==> config.mk <==
export PLATFORM = sky130hd
export DESIGN_NAME = mem44_drain_flat
export DESIGN_NICKNAME = d
export VERILOG_FILES = /design/src/rtl/mem44_drain_if.sv /design/src/rtl/mem44_drain.sv /design/src/flat_wrapper.sv
export SDC_FILE = /design/constraint.sdc
export NUM_CORES = 1
export LEC_CHECK = 0
export CAP_MARGIN = 20
export CORE_MARGIN = 2
export CORE_UTILIZATION = 63
export DETAILED_ROUTE_END_ITERATION = 6
export MAX_ROUTING_LAYER = met4
export PLACE_DENSITY = 0.95
export SLEW_MARGIN = 0
export SYNTH_ARGS = -nofsm -noshare
export SYNTH_HDL_FRONTEND = slang
export SYNTH_SLANG_ARGS = --single-unit
==> constraint.sdc <==
create_clock -name clk -period 4.1 [get_ports clk]
set_clock_uncertainty 0.1 [all_clocks]
set_input_delay 0.615 -clock clk [delete_from_list [all_inputs] [get_ports clk]]
set_output_delay 0.615 -clock clk [all_outputs]
set_load 0.02 [all_outputs]
==> src/rtl/mem44_drain_if.sv <==
// Output byte stream of the systolic result collector: valid/ready handshake
// carrying the byte, its {row,col} address and a last-byte flag.
interface mem44_drain_if #(
    parameter int N  = 4,
    parameter int DW = 8
);
    localparam int AW = $clog2(N);

    logic              out_valid;
    logic              out_ready;
    logic [DW-1:0]     out_data;
    logic [2*AW-1:0]   out_addr;
    logic              out_last;

    modport master (output out_valid, out_data, out_addr, out_last, input out_ready);
    modport slave  (input out_valid, out_data, out_addr, out_last, output out_ready);
endinterface

==> src/rtl/mem44_drain.sv <==
// Result collector for the NxN systolic array: captures N skewed lane streams
// into an NxN byte buffer, then drains it row-major with {row,col} addresses.
module mem44_drain #(
    parameter int N  = 4,
    parameter int DW = 8
) (
    input  logic              clk,
    input  logic              reset,
    input  logic              start,
    input  logic [N-1:0]      lane_valid,
    input  logic [N*DW-1:0]   lane_data,
    output logic              busy,
    output logic              done,
    output logic              overflow,
    mem44_drain_if.master     out_if
);
    localparam int AW = $clog2(N);

    localparam logic [1:0] S_IDLE    = 2'd0;
    localparam logic [1:0] S_CAPTURE = 2'd1;
    localparam logic [1:0] S_DRAIN   = 2'd2;

    localparam logic [AW:0]     FULL = (AW+1)'(N);
    localparam logic [AW:0]     NEAR = (AW+1)'(N-1);
    localparam logic [2*AW-1:0] LAST = (2*AW)'(N*N-1);

    logic [1:0]      state;
    logic [AW:0]     wr_ptr [N];
    logic [2*AW-1:0] rd_ptr;
    logic [DW-1:0]   mem [N*N];
    logic [N-1:0]    lane_full_next;

    // A lane counts as full if it already is, or its Nth byte lands this cycle.
    always_comb begin
        // NOTE: every always_comb output gets a default first so no path leaves it unassigned (no latch).
        lane_full_next = '0;
        for (int i = 0; i < N; i++)
            lane_full_next[i] = (wr_ptr[i] == FULL) || (lane_valid[i] && wr_ptr[i] == NEAR);
    end

    always_ff @(posedge clk) begin
        // NOTE: state uses non-blocking assignments so every register samples pre-edge values.
        if (reset) begin
            state    <= S_IDLE;
            rd_ptr   <= '0;
            done     <= 1'b0;
            overflow <= 1'b0;
            for (int i = 0; i < N; i++)
                wr_ptr[i] <= '0;
            // NOTE: the buffer is deliberately cleared on reset, so it stays in flops rather than a RAM macro.
            for (int k = 0; k < N*N; k++)
                mem[k] <= '0;
        end else begin
            done <= 1'b0;
            case (state)
                S_IDLE: begin
                    if (start) begin
                        state    <= S_CAPTURE;
                        overflow <= 1'b0;
                        for (int i = 0; i < N; i++)
                            wr_ptr[i] <= '0;
                    end
                end
                S_CAPTURE: begin
                    for (int i = 0; i < N; i++) begin
                        if (lane_valid[i]) begin
                            if (wr_ptr[i] == FULL) begin
                                overflow <= 1'b1;
                            end else begin
                                mem[{AW'(i), wr_ptr[i][AW-1:0]}] <= lane_data[i*DW +: DW];
                                wr_ptr[i] <= wr_ptr[i] + 1'b1;
                            end
                        end
                    end
                    if (&lane_full_next) begin
                        state  <= S_DRAIN;
                        rd_ptr <= '0;
                    end
                end
                S_DRAIN: begin
                    if (out_if.out_ready) begin
                        rd_ptr <= rd_ptr + 1'b1;
                        if (rd_ptr == LAST) begin
                            state <= S_IDLE;
                            done  <= 1'b1;
                        end
                    end
                end
                default: state <= S_IDLE;
            endcase
        end
    end

    // The buffer is frozen during DRAIN, so a read indexed by the registered
    // rd_ptr is stable for as long as the consumer stalls.
    assign busy             = (state != S_IDLE);
    assign out_if.out_valid = (state == S_DRAIN);
    assign out_if.out_addr  = rd_ptr;
    assign out_if.out_data  = mem[rd_ptr];
    assign out_if.out_last  = (state == S_DRAIN) && (rd_ptr == LAST);
endmodule
==> src/flat_wrapper.sv <==
// flat-port wrapper written by rule: the top's interface ports become plain ports
module mem44_drain_flat 
#(
    parameter int N  = 4,
    parameter int DW = 8
)
  (clk, reset, start, lane_valid, lane_data, busy, done, overflow, out_if_out_valid, out_if_out_data, out_if_out_addr, out_if_out_last, out_if_out_ready);
  mem44_drain_if #(.N(N), .DW(DW)) out_if_i ();
  input  logic clk;
  input  logic reset;
  input  logic start;
  input  logic [N-1:0] lane_valid;
  input  logic [N*DW-1:0] lane_data;
  output logic busy;
  output logic done;
  output logic overflow;
  output wire logic [$bits(out_if_i.out_valid)-1:0] out_if_out_valid;
  output wire logic [$bits(out_if_i.out_data)-1:0] out_if_out_data;
  output wire logic [$bits(out_if_i.out_addr)-1:0] out_if_out_addr;
  output wire logic [$bits(out_if_i.out_last)-1:0] out_if_out_last;
  input wire logic [$bits(out_if_i.out_ready)-1:0] out_if_out_ready;
  assign out_if_out_valid = out_if_i.out_valid;
  assign out_if_out_data = out_if_i.out_data;
  assign out_if_out_addr = out_if_i.out_addr;
  assign out_if_out_last = out_if_i.out_last;
  assign out_if_i.out_ready = out_if_out_ready;
  mem44_drain #(.N(N), .DW(DW)) u_core (.clk(clk), .reset(reset), .start(start), .lane_valid(lane_valid), .lane_data(lane_data), .busy(busy), .done(done), .overflow(overflow), .out_if(out_if_i));
endmodule
# Word-level counts from Yosys, hierarchy flattened
# Memory sizes are Yosys's and may differ from the RTL's. A register that Yosys moved wholly into a read port is not among the register bits.
# Cells that the tools add are included.
[totals]
ff_bits = 8
ram_bits = 140
input_bits = 40
out_inout_bits = 17
wordCells = 125
mem_count = 2
[op_classes]
addsub = 5
eq_ne = 15
n_mux = 67
bitwise_logic = 10
reduce_logical = 22
[mem_list]
columns = ["name", "depth", "width", "read_ports", "rd_ports_with_merged_regs", "wr", "line", "source"]
rows = [
  ["u_core.mem", 16, 8, 1, 1, 16, "mem44_drain.sv:30", "logic [DW-1:0] mem [N*N];"],
  ["u_core.wr_ptr", 4, 3, 4, 0, 4, "mem44_drain.sv:28", "logic [AW:0] wr_ptr [N];"],
]
[op_table]
columns = ["operator", "count"]
rows = [
  ["$mux 1", 40],
  ["$mux 4", 8],
  ["$mux 8", 4],
  ["$reduce_or 8->1", 4],
  ["$mux 3", 8],
  ["$add 3x1->3 const B", 4],
  ["$eq 3x2->1 const B", 4],
  ["$eq 3x3->1 const B", 4],
  ["$mux 2", 4],
  ["$or 1x1->1", 8],
  ["$pmux 4 s2", 1],
  ["$reduce_and 4->1", 2],
  ["$ne 2x1->1 const B", 3],
  ["$pmux 2 s3", 1],
  ["$reduce_bool 2->1", 3],
  ["$logic_and 1x1->1", 5],
  ["$add 4x1->4 const B", 1],
  ["$eq 4x4->1 const B", 1],
  ["$logic_or 1x1->1", 4],
  ["$reduce_and 3->1", 1],
  ["$reduce_or 3->1", 1],
  ["$eq 2x1->1 const B", 1],
  ["$eq 2x2->1 const B", 1],
  ["$logic_not 2->1", 1],
  ["4 further kinds", 5],
]

# Depth between registers and ports, before layout
[depth]
ltp_word = 10
ltp_mapped = 8

# Least setup slack after synthesis
# Ideal clock, no wire load.
[synth_timing]
path_type = "reg-to-output"
start = "register with a tool-made name"
end = "output out_if_out_data[5]"
t_arrival_ps = 1474
required_ps = 3385
setup_slack_ps = 1911
stages_incl_launch_ff = 6
path_cell_list = "dfxtp_1 -> buf_2 -> buf_4 -> mux4_2 -> a22oi_1 -> nand2_1"
[synth_lines]
columns = ["element", "line", "source"]
rows = [
  ["end: declaration", "flat_wrapper.sv:18", "output wire logic [$bits(out_if_i.out_data)-1:0] out_if_out_data;"],
]

==> results.yml <==
global_route:
  grt_usage_pct: 30.1
  grt_pass1_vias: 4768
  grt-ovfl-total: 0
  antenna_found_initial: 0
  grt_pass1_wl_um: 26900
  grt_start_max_net_pins: 43
logic_synthesis:
  ys_seq_elements: 152
  synth_area_um2: 7170
  syn-num-nets: 556
  synth_cells: 495
  syn_avg_cell_area_um2: 14.5
  ys_warn_count: 0
  ys_types: 38
  synth_sequential_area_ratio_pct: 61.5
  ys.flop_type: "edfxtp_1"
  async_flop_share_pct: 0
  synth-edff-count: 137
power_and_ir_drop:
  power.leakage_uw: 0.00355
  seqPwrFrac_pct: 49.4
  max-vdd-ir-drop_mv: 0.284
  internal-power_uw: 2770
  p_per_area_nw_per_um2: 434
  p_comb_share_pct: 7.4
  power_uw: 3620
  switching_share_pct: 23.5
  clockPowerShare_pct: 43.2
  p_sw_uw: 850
setup_path:
  endpoint_kind: "primary output"
  worstSetupPathType: "reg -> out"
  critPathArrivalTime_ns: 2.79
  r2r_cells: 5
  crit_path_max_fanout: 27
  cp-start-kind: "register"
  cp.required_ns: 3.38
place:
  numPortBuffers: 56
  routabilityCongestion: 0.864
  dp_hpwl_um: 11000
  placed_area_um2: 7760
route:
  via_count: 4786
  wl_um: 17500
  post_drt_wl_per_cell_um: 25.1
  ant_nets: 0
  drc: 0
  firstDrtPassIters: 5
  drt-initial-drc-count: 574
  via_per_inst: 6.88
clocking:
  htree_num_levels: 4
  cts_root_buf: "clkbuf_16"
  cts_hold_buffers: 0
  max-clock-path-buffers: 2
  cts_buffers: 17
  clk_latency_ns: 0.42
  clk_pin_slew_worst_paths_ns: 0.06
  cts_tree: "yes"
  ctsResizeCount: 0
  cts_setup_buffers: 0
  cts_sinks: 152
finish:
  final_common_cell: "edfxtp_1"
  syn_to_final_growth_pct: 16.4
  fin_nets: 604
  fin_area_um2: 8350
  mostFrequentLayoutCells: "edfxtp_1, and3_1, clkdlybuf4s50_1, mux4_2, ha_1"
  post_route_cells_drive_above_1_share_pct: 14.0
  antennaDiodeCount: 0
sta:
  slew_headroom_pct: 47.9
  fin_crit_sh_pct: 85.5
  fmax_mhz: 285
  tns_ns: 0
  finalSetupViolCount: 0
  tightest_slew_ns: 0.781
  hold_viol: 0
  slew_violations: 0
  rsz0062_at_grt: "false"
  hold_ws_ns: 0.424
  min_period_ns: 3.50
floorplan:
  io-pin-count: 57
  initial_core_util_pct: 65.3
  die_area_um2: 12300
  rows: 38
  die_h_um: 111
  core_um2: 11000
  die_w_um: 111
min_path:
  min_path_cells: 1
  min_path_type: "reg -> reg"
flow_run:
  drv_cap: 0
outcome:
  status: "complete, no violations"
## worst max-delay path, cell delays in order (launching register included)
cell,delay (ns)
dfxtp_2,0.47
buf_12,0.29
mux4_2,0.59
a22oi_1,0.31
nand2_1,0.14
clkdlybuf4s50_1,0.56
## worst paths after layout
| kind | end | startpoint | slack [ns] |
|---|---|---|---|
| worst min register to register | u_core.overflow | u_core.overflow | 0.42 |
| worst max register to register | u_core.mem[5][4] | u_core.wr_ptr[1][0] | 1.61 |
| worst max-delay path | out_if_out_data[5] | register | 0.60 |
| worst min-delay path | u_core.overflow | u_core.overflow | 0.42 |
## cells in the mapped netlist (2+ instances only)
master,n,area [µm²]
a22oi_1,19,143
mux4_2,32,721
dfxtp_1,15,300
nand2_1,20,75.1
buf_1,4,15.0
ha_1,21,263
nor2b_1,3,18.8
a21oi_1,5,25.0
and2_1,6,37.5
buf_6,3,33.8
clkbuf_1,8,30.0
or3_1,3,18.8
clkbuf_2,2,10.0
a21o_1,16,120
nand2b_1,2,12.5
nor2_1,11,41.3
xnor2_1,2,17.5
edfxtp_1,137,4110
inv_1,15,56.3
nand3_1,8,40.0
buf_4,7,52.6
a31o_2,2,17.5
nand4_1,2,12.5
buf_2,7,35.0
and3_1,131,820
nor3_1,2,10.0
## power by group through the flow
stage | Clock [µW] | Sequential (µW) | Combinational (µW)
after floorplan | 0 | 1800 | 150
after global placement | 0 | 1810 | 247
after detailed placement | 0 | 1820 | 258
after CTS | 1560 | 1790 | 263
after global routing | 1620 | 1790 | 286
final | 1570 | 1790 | 268
## layout make-up
type | instances | area (µm²)
clock buffers | 17 | 425
clock inverters | 15 | 168
fillers | 596 | 2630
inverters | 15 | 56.3
multi-input cells | 295 | 2490
flip-flops and latches | 152 | 4420
well taps | 140 | 175
repair buffers | 62 | 618
## state kept, by name, summed over array words and instances (netlist names), named ones only
name,cells
u_core.state,2
u_core.wr_ptr,12
u_core.done,1
u_core.out_if.out_addr,4
u_core.overflow,1
u_core.mem,128
## layer usage
| metal | track usage [%] | up-vias | share of wire, % |
|---|---|---|---|
| met5 | - | - | 0 |
| met4 | 10.4 | 0 | 2.5 |
| met3 | 6.94 | 55 | 9.5 |
| met2 | 48.2 | 361 | 50 |
| met1 | 38.6 | 2341 | 38 |
| li1 | - | 2029 | - |
## logic make-up (layout without fill, tap and decap cells)
kind of cell    Yosys count  after routing  synth area share (%)
compound gates           47             47                  4.92
xor+xnor                  2              2                 0.244
fa+ha+maj                21             21                  3.66
buf+inv                  48            109                  3.73
flops                   152            152                  61.5
mux                      32             32                  10.0
simple gates            193            193                  15.9
## through the flow
step / worst slack [ns] / cells / util, %
2_1_floorplan: 1.91 / 495 / -
3_3_place_gp: 1.19 / 664 / 70.6
3_5_place_dp: 1.08 / 664 / 70.6
4_1_cts: 0.578 / 696 / 76.0
5_1_grt: 0.533 / 696 / 76.0
6_report: 0.596 / 696 / 76.0
Power figures use the tool's default switching activity.
